[config.mk]
export PLATFORM = sky130hd
export DESIGN_NAME = interp_phase_sequencer
export DESIGN_NICKNAME = d
export VERILOG_FILES = /design/src/rtl/interp_pkg.sv /design/src/rtl/interp_tag_pipe.sv /design/src/rtl/interp_phase_sequencer.sv
export SDC_FILE = /design/constraint.sdc
export NUM_CORES = 1
export LEC_CHECK = 0
export ABC_AREA = 1
export ABC_CLOCK_PERIOD_IN_PS = 1490
export BUFFER_PORTS_ARGS = -buffer_cell sky130_fd_sc_hd__buf_2
export CORE_ASPECT_RATIO = 1.1
export CORE_UTILIZATION = 45
export DETAILED_ROUTE_END_ITERATION = 8
export PLACE_DENSITY = 0.82
export REMOVE_ABC_BUFFERS = 1
export SYNTH_ARGS = -nofsm -noshare
export SYNTH_HDL_FRONTEND = slang
export SYNTH_SLANG_ARGS = --single-unit
export TNS_END_PERCENT = 20
[constraint.sdc]
create_clock -name clk -period 1.49 [get_ports clk]
set_input_delay 0.298 -clock clk [delete_from_list [all_inputs] [get_ports clk]]
set_output_delay 0.298 -clock clk [all_outputs]
set_load 0.02 [all_outputs]
[src/rtl/interp_pkg.sv]
// rtl/interp_pkg.sv - shared constants and state type for the polyphase interpolator
// Consumed by interp_phase_sequencer, interp_tag_pipe and the polyphase FIR.
package interp_pkg;

  localparam int OSF            = 16;  // phases per input sample
  localparam int SEL_W          = 5;   // FIR phase-select width
  localparam int PIPE_LAT       = 4;   // first cycle of a select -> coherent FIR output
  localparam int DEF_PHASE_HOLD = 3;   // default cycles per phase select
  localparam int DEF_CNT_W      = 16;  // default underrun counter width

  // Select value the FIR maps to an all-zero coefficient row.
  localparam logic [SEL_W-1:0] NULL_SEL = SEL_W'(OSF);

  typedef enum logic {
    IDLE = 1'b0,
    RUN  = 1'b1
  } seq_state_e;

endpackage

[src/rtl/interp_tag_pipe.sv]
// rtl/interp_tag_pipe.sv - fixed-depth {valid,phase} delay matching the FIR settle latency
// Ports:
//   clk, rst       clock, asynchronous active-high reset
//   push_valid     tag valid entering the pipe this cycle
//   push_phase     phase carried with the tag
//   tag_valid      tag valid leaving the pipe (DEPTH cycles after push)
//   tag_phase      phase leaving the pipe
module interp_tag_pipe #(
  parameter int DEPTH = 4,
  parameter int W     = 5
) (
  input  logic         clk,
  input  logic         rst,
  input  logic         push_valid,
  input  logic [W-1:0] push_phase,
  output logic         tag_valid,
  output logic [W-1:0] tag_phase
);

  logic [DEPTH-1:0] vld;
  logic [W-1:0]     ph [DEPTH];

  always_ff @(posedge clk or posedge rst) begin
    if (rst) begin
      vld <= '0;
      for (int i = 0; i < DEPTH; i++) ph[i] <= '0;
    end else begin
      vld[0] <= push_valid;
      ph[0]  <= push_phase;
      for (int i = 1; i < DEPTH; i++) begin
        vld[i] <= vld[i-1];
        ph[i]  <= ph[i-1];
      end
    end
  end

  assign tag_valid = vld[DEPTH-1];
  assign tag_phase = ph[DEPTH-1];

endmodule

[src/rtl/interp_phase_sequencer.sv]
// rtl/interp_phase_sequencer.sv - sample handshake and phase stepping for the polyphase FIR
// Ports:
//   clk, rst       clock, asynchronous active-high reset
//   in_valid       upstream sample valid
//   in_sample      upstream sample (signed)
//   in_ready       a sample can be accepted this cycle
//   fir_sample     FIR input sample (pass-through of in_sample)
//   fir_en         FIR delay-line load enable (in_valid & in_ready)
//   fir_sel        registered FIR phase select, NULL_SEL while idle
//   out_valid      FIR output is a coherent interpolated sample this cycle
//   out_phase      phase index of that sample
//   underrun_cnt   saturating count of stream breaks
module interp_phase_sequencer
  import interp_pkg::*;
#(
  parameter int PHASE_HOLD = DEF_PHASE_HOLD,
  parameter int CNT_W      = DEF_CNT_W
) (
  input  logic              clk,
  input  logic              rst,
  input  logic              in_valid,
  input  logic [15:0]       in_sample,
  output logic              in_ready,
  output logic [15:0]       fir_sample,
  output logic              fir_en,
  output logic [SEL_W-1:0]  fir_sel,
  output logic              out_valid,
  output logic [SEL_W-1:0]  out_phase,
  output logic [CNT_W-1:0]  underrun_cnt
);

  localparam int HW = (PHASE_HOLD > 1) ? $clog2(PHASE_HOLD) : 1;
  localparam logic [HW-1:0]    HOLD_MAX   = HW'(PHASE_HOLD - 1);
  localparam logic [SEL_W-1:0] LAST_PHASE = SEL_W'(OSF - 1);

  if (PHASE_HOLD < PIPE_LAT - 1) begin : g_bad_hold
    $error("interp_phase_sequencer: PHASE_HOLD must be >= PIPE_LAT-1");
  end
  if (OSF > (2**SEL_W) - 1) begin : g_bad_osf
    $error("interp_phase_sequencer: OSF does not leave room for NULL_SEL");
  end

  seq_state_e       state, state_next;
  logic [HW-1:0]    hold_cnt, hold_next;
  logic [SEL_W-1:0] phase, phase_next;
  logic [SEL_W-1:0] sel_next;
  logic [CNT_W-1:0] cnt_next;
  logic             end_of_sample;
  logic             accept;
  logic             push_valid;

  // Last hold cycle of the last phase: the FIR is still multiplying the old
  // delay line, so a new sample may be loaded without disturbing this output.
  assign end_of_sample = (state == RUN) && (hold_cnt == HOLD_MAX) && (phase == LAST_PHASE);
  assign accept        = in_valid & in_ready;
  assign fir_en        = accept;
  assign fir_sample    = in_sample;
  assign push_valid    = (state == RUN) && (hold_cnt == '0);

  always_ff @(posedge clk or posedge rst) begin
    if (rst) begin
      state        <= IDLE;
      hold_cnt     <= '0;
      phase        <= '0;
      fir_sel      <= NULL_SEL;
      underrun_cnt <= '0;
    end else begin
      state        <= state_next;
      hold_cnt     <= hold_next;
      phase        <= phase_next;
      fir_sel      <= sel_next;
      underrun_cnt <= cnt_next;
    end
  end

  always_comb begin
    state_next = state;
    hold_next  = hold_cnt;
    phase_next = phase;
    sel_next   = fir_sel;
    cnt_next   = underrun_cnt;
    in_ready   = 1'b0;
    case (state)
      IDLE: begin
        in_ready = 1'b1;
        sel_next = NULL_SEL;
        if (in_valid) begin
          state_next = RUN;
          hold_next  = '0;
          phase_next = '0;
          sel_next   = '0;
        end
      end
      RUN: begin
        in_ready = end_of_sample;
        if (hold_cnt == HOLD_MAX) begin
          hold_next = '0;
          if (phase == LAST_PHASE) begin
            phase_next = '0;
            if (in_valid) begin
              sel_next = '0;
            end else begin
              state_next = IDLE;
              sel_next   = NULL_SEL;
              if (underrun_cnt != '1) cnt_next = underrun_cnt + 1'b1;
            end
          end else begin
            phase_next = phase + 1'b1;
            sel_next   = phase + 1'b1;
          end
        end else begin
          hold_next = hold_cnt + 1'b1;
        end
      end
      default: begin
        state_next = IDLE;
        sel_next   = NULL_SEL;
      end
    endcase
  end

  interp_tag_pipe #(
    .DEPTH (PIPE_LAT),
    .W     (SEL_W)
  ) u_tag_pipe (
    .clk        (clk),
    .rst        (rst),
    .push_valid (push_valid),
    .push_phase (phase),
    .tag_valid  (out_valid),
    .tag_phase  (out_phase)
  );

endmodule

After elaboration in Yosys (flattened, before gate mapping)
Cells that the tools add are included.
{"block": "word_totals", "romBits": 0, "input_bits": 19, "word_cells": 43, "mem_bits_rw": 0, "output_inout_bits": 45, "latchBits": 0, "memories": 0, "ff_bits": 53}
{"block": "classes", "add_sub_neg": 3, "eq_ne": 5, "reduce_logical": 6, "n_shift": 0, "multipliers": 0, "order_cmp": 0, "bitwise": 3, "mux": 16, "div_mod_pow": 0}
{"operator": "two-way mux 5 bit", "count": 6}
{"operator": "one-hot mux 5 bit (2 select lines)", "count": 2}
{"operator": "adder 16 x 1 -> 16 bit, second input constant", "count": 1}
{"operator": "!= test 16 bit, second input constant", "count": 1}
{"operator": "adder 5 x 1 -> 5 bit, second input constant", "count": 1}
{"operator": "== test 5 x 4 -> 1 bit, second input constant", "count": 1}
{"operator": "AND reduction 5 bit", "count": 1}
{"operator": "two-way mux 2 bit", "count": 2}
{"operator": "one-hot mux 1 bit (2 select lines)", "count": 2}
{"operator": "one-hot mux 2 bit (2 select lines)", "count": 1}
{"operator": "logical AND 1 bit", "count": 3}
{"operator": "two-way mux 1 bit", "count": 3}
{"operator": "adder 2 x 1 -> 2 bit, second input constant", "count": 1}
{"operator": "== test 2 bit, second input constant", "count": 1}
{"operator": "logical NOT 2 bit", "count": 1}
{"operator": "!= test 2 x 1 -> 1 bit, second input constant", "count": 1}
{"operator": "!= test 2 bit, second input constant", "count": 1}
{"operator": "NOT 1 bit", "count": 2}
{"operator": "AND reduction 2 bit", "count": 1}
{"operator": "AND 1 bit", "count": 1}

Depth between registers and ports, before layout
Gate-level depths: netlist of the first run.
{"block": "depth", "ltp_word": 5, "depth_mapped": 9, "ltp_nobuf": 8}

By module
From an unflattened synthesis of the first run, not the netlist that was laid out.
{"block": "hier_totals", "hier_cells": 261, "area_unflattened_um2": 2423.6}
{"mod": "interp_phase_sequencer", "seq_area_each_um2": 726.9, "area_per_inst_um2": 1781.7, "cells_per_inst": 231, "n_inst": 1}
{"mod": "interp_tag_pipe", "seq_area_each_um2": 600.6, "area_per_inst_um2": 641.9, "cells_per_inst": 30, "n_inst": 1}

Worst setup path after synthesis of the first run
OpenSTA, ideal clock, no wires.
{"block": "synth_timing", "path_type": "register to register", "startpoint": "register underrun_cnt[0]", "endpoint": "register underrun_cnt[13]", "setup_time_ps": 117, "setup_slack_ps": -149, "stages_incl_launch_ff": 10, "arrival_ps": 1522, "period_less_slack_ps": 1639, "n_path_buf": 1, "required_time_ps": 1373, "path_cell_list": "dfrtp_1 ha_1 inv_1 nor2_2 nand2_2 nor2_4 nor2_8 buf_8 nand2_1 nand2_1"}
{"block": "synth_via", "elab_chain_cells": 2, "elab_cells_between_ends": 3, "cone_classes": "add/sub: 1; eq/ne: 1; reduce/logical: 1"}
{"item": "start, declared", "line": "interp_phase_sequencer.sv:29", "text": "output logic [CNT_W-1:0] underrun_cnt"}
{"item": "start signal, assigned", "line": "interp_phase_sequencer.sv:72", "text": "underrun_cnt <= cnt_next;"}
{"item": "branches (longest 2 deep; another with adder 16 x 1 -> 16 bit)"}
Parallel ways; which one is timed is not known.
A chain may end at the register's enable or synchronous reset.

Worst setup path after layout of the first run
{"block": "layout_timing", "startpoint": "register phase[1]", "endpoint": "output in_ready"}
{"block": "layout_via", "elab_chain_cells": 3}
{"item": "start, declared", "line": "interp_phase_sequencer.sv:45", "text": "logic [SEL_W-1:0] phase, phase_next;"}
{"item": "start signal, assigned", "line": "interp_phase_sequencer.sv:70", "text": "phase <= phase_next;"}
{"item": "== test 5 x 4 -> 1 bit", "line": "interp_phase_sequencer.sv:54", "text": "assign end_of_sample = (state == RUN) && (hold_cnt == HOLD_MAX) && (phase == LAST_PHASE);"}
{"item": "logical AND 1 bit", "line": "interp_phase_sequencer.sv:54"}
{"item": "one-hot mux 1 bit (2 select lines)", "line": "interp_phase_sequencer.sv:83", "text": "case (state)"}
{"item": "end, declared", "line": "interp_phase_sequencer.sv:23", "text": "output logic in_ready,"}
No other way between the ends.

==> flow_metrics.env, run 1 <==
export IMPL_io_pins=64
export IMPL_global_route_usage_met1=0.196
export IMPL_cp_max_fo=2
export IMPL_layout_drive_gt1_share=0.295
export IMPL_core_um2=5130
export IMPL_h_tree_depth=2
export IMPL_drtPass1Iterations=5
export IMPL_die_area_um2=5770
export IMPL_placed_area_um2=2680
export IMPL_synth_top_area_cell="dfrtp_1"
export IMPL_root_buffer="clkbuf_8"
export IMPL_finalInstanceArea_um2=2920
export IMPL_p_per_area_nw_per_um2=1530
export IMPL_synth_seq_cells=53
export IMPL_numCtsBuffers=5
export IMPL_cp_required_ns=1.19
export IMPL_place_detailed_hpwl_mm=3.43
export IMPL_final_cell_mix="80 x nand2_1, 52 x dfrtp_1, 29 x buf_2"
export IMPL_setup_slack_ns=-0.196
export IMPL_cts_buffer_depth=2
export IMPL_skew_ns=0.00630
export IMPL_rsz0062_at_grt="yes"
export IMPL_ys_seq_area_frac=0.539
export IMPL_grt_usage=0.185
export IMPL_drt_vias_per_instance=4.83
export IMPL_place_gp_congestion=0.829
export IMPL_violations="negative setup slack"
export IMPL_rows=27
export IMPL_max_cap_violations=0
export IMPL_clk_latency_ns=0.31
export IMPL_synthAdderAreaFrac=0.0102
export IMPL_hold_violations=0
export IMPL_antenna_cells=0
export IMPL_wl_per_cell_um=12.6
export IMPL_synth_top_area_share=0.529
export IMPL_grt_util_met3=0.0720
export IMPL_synth_simple_area_share=0.259
export IMPL_grt_use_met2=0.323
export IMPL_hold_path_class="input pin to asynchronous set/reset pin"
export IMPL_synth_top_family_by_area="simple AND/OR/NAND/NOR gates"
export IMPL_drc=0
export IMPL_cts_sinks=53
export IMPL_fmax_mhz=593
export IMPL_timing_worst_slew_pin_value_ns=0.484
export IMPL_antenna_found_initial=0
export IMPL_synth_area_leaders="dfrtp_1 53%, nand2_1 13%, buf_4 6.4%"
export IMPL_grt_first_pass_wirelength_mm=8.08
export IMPL_setup_viol_count_final=18
export IMPL_drv_slew=0
export IMPL_syn_area_um2=2460
export IMPL_antenna_left=0
export IMPL_grt_ovfl_total=0
export IMPL_p_leak_nw=1.50
export IMPL_wl_mm=4.85
export IMPL_nets=332
export IMPL_synth_compound_area_frac=0.0478
export IMPL_drtIter0Drc=82
export IMPL_cp_start_kind="flip-flop"
export IMPL_initial_core_util=0.479
export IMPL_num_vias=1856
export IMPL_relSlewSlack=0.677
export IMPL_synth_xor_area_frac=0.0214
export IMPL_final_min_clock_period_ns=1.69
export IMPL_grt_max_degree=31
export IMPL_die_h_um=79.6
export IMPL_muxShareOfSynthArea=0
export IMPL_fp_dieW_um=72.5
export IMPL_syn_area_per_cell_um2=9.02
export IMPL_end_kind="output pin"
export IMPL_finalSetupTns_ns=-2.41
export IMPL_clk_pin_slew_worst_paths_ns=0.09
export IMPL_cts_tree="built"
export IMPL_layout_commonest_cell="nand2_1"
export IMPL_port_buffer_count=31
export IMPL_ir_drop_mv=0.961
export IMPL_outcome="finished, violations left"
export IMPL_post_route_period_util=1.13
export IMPL_synth_warnings=0
export IMPL_busiest_layer="met2"
export IMPL_ys_types=26
export IMPL_synthToLayoutAreaGrowth_pct=18.5
export IMPL_postSynthCellCount=273
export IMPL_worstPathArrival_ns=1.39
export IMPL_worst_setup_path_type="flip-flop to output pin"
export IMPL_grt_pass1_vias=1876
[report_power, final]
| group | switching (mW) | internal (mW) | leakage (nW) | total (mW) |
|---|---|---|---|---|
| Combinational | 0.820 | 0.515 | 0.776 | 1.33 |
| Sequential | 0.238 | 1.88 | 0.664 | 2.12 |
| Clock | 0.486 | 0.513 | 0.0591 | 0.999 |
| Total | 1.54 | 2.91 | 1.50 | 4.45 |
[stage by stage]
step           power, mW  hold slack [ns]  utilization  worst slack, ns  std cells
3_3_place_gp        3.32            0.332        0.521          -0.0166        370
2_1_floorplan       2.88            0.331            -           -0.175        249
6_report            4.45          0.00465        0.568           -0.196        384
3_5_place_dp        3.38            0.335        0.521          -0.0461        370
5_1_grt             4.72           0.0411        0.568           -0.275        384
4_1_cts             4.44           0.0103        0.550           -0.207        381
[logic make-up after synthesis]
group	Yosys count
AO/OA/AOI/OAI	18
XOR/XNOR	6
adder cells (fa/ha/maj)	2
buffers and inverters	54
flip-flops	53
AND/OR/NAND/NOR	140
[Yosys cell counts]
cell / count
nand4_1: 7
nand2_1: 84
buf_8: 1
o21ai_2: 6
nor2_8: 1
nor2_1: 22
dfstp_2: 1
inv_1: 28
nor2_4: 3
xor2_1: 1
buf_6: 1
xnor2_1: 5
dfrtp_1: 52
o22ai_1: 1
ha_1: 2
nand2_2: 1
o21bai_1: 1
nand3_4: 1
buf_4: 21
buf_2: 1
a31oi_1: 1
inv_2: 2
o21ai_0: 9
nand3_2: 2
nand3_1: 17
nor2_2: 2
[registers in the layout, summed over array words and instances, names as in the netlist]
signal,count
fir_sel,5
u_tag_pipe.ph,15
state,1
u_tag_pipe.tag_phase,5
phase,5
underrun_cnt,16
u_tag_pipe.vld,4
hold_cnt,2
[critical path, stage by stage (launching register included)]
cell	delay [ns]
dfrtp_1	0.42
ha_4	0.19
nand3_4	0.07
nor2_4	0.05
o21ai_2	0.14
inv_1	0.08
buf_6	0.13
[per-layer routing]
layer	wire, µm	up-vias
met3	321	10
li1	-	908
met1	1920	874
met5	0	-
met4	119	0
met2	2480	64
[path summary, 6_finish.rpt]
| check | from | end | slack [ns] | cells after the start |
|---|---|---|---|---|
| worst min-delay path | rst | fir_sel[0] | 0.005 | 2 |
| max in group asynchronous | rst | u_tag_pipe.ph[12] | 0.98 | 3 |
| worst max-delay path | phase[1] | in_ready | -0.20 | 6 |
| worst max register to register | phase[1] | underrun_cnt[1] | -0.15 | 11 |
| worst min register to register | u_tag_pipe.ph[11] | u_tag_pipe.ph[6] | 0.35 | 0 |
| min in group clk | in_valid | state | 0.29 | 3 |
[timing repair]
action | 4_1_cts | 5_1_grt
setup buffers | 3 | 2
setup endpoints to repair | 18 | 18
resized for setup | 5 | 13
gates cloned | 0 | 1
hold buffers | 0 | 0
pin swaps | 4 | 2
[final cells by class]
cell class	instances	area [µm²]
clock inverter	3	47.5
tap	72	90.1
fill	469	2220
clock buffer	5	68.8
timing repair buffer	55	390
inverter	30	115
multi-input combinational	166	876
sequential	53	1330
(Power assumes the default switching activity.)
==> run 2, diff against run 1 <==
SKIP_CTS_REPAIR_TIMING = 1   (was not set)
==> run 2 against run 1 <==
Against the previous run:
- the run still ends with negative setup slack left
- die area unchanged
- sequential share of layout area is 0.90 points higher
- combinational power barely moved
==> flow_metrics.env, run 2 (same netlist as run 1, synthesis figures left out) <==
export IMPL_outcome="finished, violations left"
export IMPL_violations="negative setup slack"
export IMPL_nets=329
export IMPL_cp_start_kind="flip-flop"
export IMPL_place_detailed_hpwl_mm=3.43
export IMPL_worst_setup_path_type="flip-flop to output pin"
export IMPL_hold_violations=0
export IMPL_clk_pin_slew_worst_paths_ns=0.09
export IMPL_core_um2=5130
export IMPL_regMostFlops="underrun_cnt"
export IMPL_cp_max_fo=2
export IMPL_fmax_mhz=586
export IMPL_h_tree_depth=2
export IMPL_largest_reg_flops=16
export IMPL_drc=0
export IMPL_antenna_cells=0
export IMPL_p_comb_frac=0.299
export IMPL_rows=27
export IMPL_port_buffer_count=31
export IMPL_seqPwrFrac=0.476
export IMPL_numCtsBuffers=5
export IMPL_fp_dieW_um=72.5
export IMPL_io_pins=64
export IMPL_cp_required_ns=1.19
export IMPL_initial_core_util=0.479
export IMPL_end_kind="output pin"
export IMPL_max_cap_violations=0
export IMPL_final_cell_mix="82 x nand2_1, 52 x dfrtp_1, 29 x buf_2"
export IMPL_setup_viol_count_final=18
export IMPL_clk_latency_ns=0.31
export IMPL_grt_first_pass_wirelength_mm=8.00
export IMPL_finalInstanceArea_um2=2860
export IMPL_setup_slack_ns=-0.217
export IMPL_timing_worst_slew_pin_value_ns=0.486
export IMPL_root_buffer="clkbuf_8"
export IMPL_cts_tree="built"
export IMPL_final_min_clock_period_ns=1.71
export IMPL_relSlewSlack=0.676
export IMPL_placed_area_um2=2680
export IMPL_cts_sinks=53
export IMPL_clockPowerShare=0.225
export IMPL_drt_vias_per_instance=4.80
export IMPL_drtIter0Drc=101
export IMPL_drv_slew=0
export IMPL_wl_per_cell_um=12.4
export IMPL_place_gp_congestion=0.829
export IMPL_p_int_mw=2.90
export IMPL_worstPathArrival_ns=1.41
export IMPL_reg_largest_list="underrun_cnt: 16 flops, u_tag_pipe.ph: 15 flops"
export IMPL_hold_path_class="input pin to asynchronous set/reset pin"
export IMPL_grt_max_degree=31
export IMPL_p_per_area_nw_per_um2=1550
export IMPL_post_route_period_util=1.15
export IMPL_instances_no_fill=381
export IMPL_die_h_um=79.6
export IMPL_grt_usage=0.183
export IMPL_num_vias=1830
export IMPL_whs_ns=0.00629
export IMPL_drtPass1Iterations=4
export IMPL_cts_buffer_depth=2
export IMPL_ir_drop_mv=0.960
export IMPL_layout_commonest_cell="nand2_1"
export IMPL_synthToLayoutAreaGrowth_pct=16.2
export IMPL_die_area_um2=5770
export IMPL_power_switching_mw=1.53
export IMPL_dpl_cell_count=370
export IMPL_wl_mm=4.74
export IMPL_antenna_found_initial=0
export IMPL_grt_ovfl_total=0
export IMPL_skew_ns=0.00649
export IMPL_netSwitchingFraction=0.346
export IMPL_p_leak_nw=1.47
export IMPL_rsz0062_at_grt="yes"
export IMPL_antenna_left=0
export IMPL_grt_pass1_vias=1866
export IMPL_layout_drive_gt1_share=0.282
-- run 2: final cells by class --
| type | count | area [µm²] |
|---|---|---|
| Timing Repair Buffer | 52 | 347 |
| Multi-Input combinational cell | 166 | 866 |
| Fill cell | 474 | 2280 |
| Tap cell | 72 | 90.1 |
| Clock inverter | 3 | 47.5 |
| Clock buffer | 5 | 68.8 |
| Inverter | 30 | 113 |
| Sequential cell | 53 | 1330 |
-- run 2: final timing paths --
path	from	end	slack, ns	cells after the start
setup / recovery	phase[1]	in_ready	-0.22	6
hold / removal	rst	fir_sel[0]	0.006	2
setup reg to reg	phase[1]	underrun_cnt[2]	-0.07	10
hold reg to reg	u_tag_pipe.ph[11]	u_tag_pipe.ph[6]	0.35	0
max in group asynchronous	rst	u_tag_pipe.ph[12]	0.98	3
min in group clk	in_valid	state	0.30	3
-- run 2: routing by layer --
layer,share of wire,vias up,GRT usage,wire length [µm]
met5,0,-,0,0
met3,0.075,10,0.0720,356
met1,0.39,849,0.193,1870
met2,0.51,70,0.320,2410
li1,-,901,-,-
met4,0.022,0,0.0804,104
-- run 2: worst max-delay path, cell delays in order, from the launching register on --
cell	delay (ns)
dfrtp_1	0.42
ha_4	0.19
nand3_4	0.07
nor2_4	0.05
o21ai_2	0.16
inv_1	0.08
buf_6	0.13
-- run 2: through the flow --
stage	setup slack (ns)	util	power, mW	TNS (ns)
2_1_floorplan	-0.175	-	2.88	-6.69
3_3_place_gp	-0.0166	0.521	3.32	-0.0166
3_5_place_dp	-0.0461	0.521	3.38	-0.0872
4_1_cts	-0.410	0.544	4.40	-1.29
5_1_grt	-0.294	0.557	4.72	-3.10
6_report	-0.217	0.557	4.44	-1.24
-- run 2: power by group through the flow --
stage	clock (mW)	combinational, mW	sequential, mW
3_5_place_dp	0	1.25	2.13
5_1_grt	1.07	1.49	2.17
2_1_floorplan	0	0.543	2.34
3_3_place_gp	0	1.22	2.10
6_report	0.997	1.33	2.11
4_1_cts	1.03	1.27	2.10
==> run 3, diff against run 2 <==
PLACE_DENSITY = 0.72   (was 0.82)
==> run 3 against run 2 <==
Against the previous run:
- the run still ends with negative setup slack left
- global-route usage down 0.75 points
- cell count did not move
- die area stayed put
- worst setup slack worse by 0.0011 ns
- largest power group unchanged
- clock skew up 0.0028 ns
- core utilization fell by 0.32 points
- final area down 0.57%
- register-to-register slack improved by 0.04 ns
- combinational power down 5%
- clock-buffer cell count unchanged
- flip-flop and latch count unchanged
- hold slack better by 0.27 ns
==> flow_metrics.env, run 3 (same netlist as run 1, synthesis figures left out) <==
export IMPL_clk_pin_slew_worst_paths_ns=0.10
export IMPL_clockPowerShare=0.200
export IMPL_fillCellCount=481
export IMPL_initial_core_util=0.479
export IMPL_fp_dieW_um=72.5
export IMPL_seqPwrFrac=0.500
export IMPL_grt_max_degree=22
export IMPL_power_mw=4.24
export IMPL_p_leak_nw=1.47
export IMPL_clk_latency_ns=0.31
export IMPL_antenna_found_initial=0
export IMPL_die_area_um2=5770
export IMPL_ff_latch_area_um2=1330
export IMPL_synthToLayoutAreaGrowth_pct=15.5
export IMPL_outcome="finished, violations left"
export IMPL_hold_path_class="input pin to flip-flop"
export IMPL_p_int_mw=2.71
export IMPL_multiInputGateArea_um2=861
export IMPL_port_buffer_count=31
export IMPL_hold_violations=0
export IMPL_post_route_period_util=1.15
export IMPL_largest_reg_flops=16
export IMPL_violations="negative setup slack"
export IMPL_die_h_um=79.6
export IMPL_final_cell_mix="83 x nand2_1, 52 x dfrtp_1, 29 x buf_2"
export IMPL_netSwitchingFraction=0.360
export IMPL_end_kind="output pin"
export IMPL_grt_pass1_vias=1731
export IMPL_fmax_mhz=585
export IMPL_layout_drive_gt1_share=0.272
export IMPL_worstPathArrival_ns=1.41
export IMPL_worst_setup_path_type="flip-flop to output pin"
export IMPL_relSlewSlack=0.739
export IMPL_final_util=0.554
export IMPL_max_cap_violations=0
export IMPL_num_vias=1816
export IMPL_cts_sinks=53
export IMPL_setup_slack_ns=-0.218
export IMPL_drt_vias_per_instance=4.77
export IMPL_final_min_clock_period_ns=1.71
export IMPL_antenna_left=0
export IMPL_grt_first_pass_wirelength_mm=7.80
export IMPL_root_buffer="clkbuf_8"
export IMPL_cp_start_kind="flip-flop"
export IMPL_wl_per_cell_um=11.9
export IMPL_layout_commonest_cell="nand2_1"
export IMPL_grt_ovfl_total=0
export IMPL_h_tree_depth=2
export IMPL_place_gp_congestion=0.847
export IMPL_core_um2=5130
export IMPL_finalInstanceArea_um2=2840
export IMPL_rsz0062_at_grt="yes"
export IMPL_cts_tree="built"
export IMPL_nets=329
export IMPL_ir_drop_mv=0.824
export IMPL_skew_ns=0.00926
export IMPL_drc=0
export IMPL_timing_worst_slew_pin_value_ns=0.391
export IMPL_p_per_area_nw_per_um2=1490
export IMPL_antenna_cells=0
export IMPL_rows=27
export IMPL_drtPass1Iterations=4
export IMPL_p_comb_frac=0.300
export IMPL_io_pins=64
export IMPL_drv_slew=0
export IMPL_cts_buffer_depth=2
export IMPL_setup_viol_count_final=15
export IMPL_cp_required_ns=1.19
export IMPL_regMostFlops="underrun_cnt"
export IMPL_cp_max_fo=3
export IMPL_placed_area_um2=2680
export IMPL_power_switching_mw=1.53
export IMPL_grt_usage=0.175
export IMPL_place_detailed_hpwl_mm=3.44
export IMPL_drtIter0Drc=130
export IMPL_reg_largest_list="underrun_cnt: 16 flops, u_tag_pipe.ph: 15 flops"
export IMPL_numCtsBuffers=5
export IMPL_wl_mm=4.52
## run 3: cell count changes in the layout (fill, tap and decap cells not counted)
cell,previous run,this run
clkinv_4,0,2
nand2_2,3,2
clkinv_8,0,1
buf_4,20,19
ha_2,1,0
dlygate4sd3_1,0,1
ha_1,0,1
nand2_1,82,83
inv_6,2,0
bufinv_16,1,0
## run 3: cell type report
class	instances	area share
Sequential cell	53	0.467
Tap cell	72	0.0317
Clock inverter	3	0.0119
Multi-Input combinational cell	166	0.303
Timing Repair Buffer	52	0.123
Inverter	30	0.0396
Clock buffer	5	0.0242
## run 3: path summary, 6_finish.rpt
check                                   from           endpoint  slack [ns]  depth (start not counted)
max                                 phase[1]             fir_en       -0.22                          6
min                                 in_valid              state        0.28                          3
max reg2reg                         phase[1]    underrun_cnt[8]       -0.03                          7
min reg2reg                u_tag_pipe.ph[15]  u_tag_pipe.ph[10]        0.35                          0
max in group asynchronous                rst   underrun_cnt[12]        0.44                          4
min in group asynchronous                rst   u_tag_pipe.ph[5]        0.51                          3
## run 3: critical path: stages, from the launching register on
cell	delay [ns]
dfrtp_1	0.40
ha_4	0.16
nand3_4	0.08
nor2_4	0.14
o21ai_2	0.07
nor2_1	0.10
buf_4	0.15
## run 3: power by group through the flow
stage                     Combinational, mW  Clock (mW)  Sequential [mW]
after CTS                              1.25       0.885             2.11
after global placement                 1.22           0             2.12
after global routing                   1.42       0.947             2.18
after detailed placement               1.25           0             2.14
final                                  1.27       0.849             2.12
after floorplan                       0.543           0             2.34
## run 3: metal layers
layer / GRT usage / share of wire
met2: 0.273 / 0.46
met5: 0 / 0
met3: 0.0669 / 0.070
met1: 0.227 / 0.46
met4: 0.0510 / 0.0091
## run 3: metrics by stage
step           setup WS, ns  hold slack, ns  setup TNS [ns]  cells
2_1_floorplan        -0.175           0.331           -6.69    249
3_3_place_gp        0.00169           0.308               0    370
3_5_place_dp        -0.0136           0.313         -0.0136    370
4_1_cts              -0.369         -0.0358          -0.743    378
5_1_grt              -0.343           0.276           -3.17    381
6_report             -0.218           0.279          -0.600    381
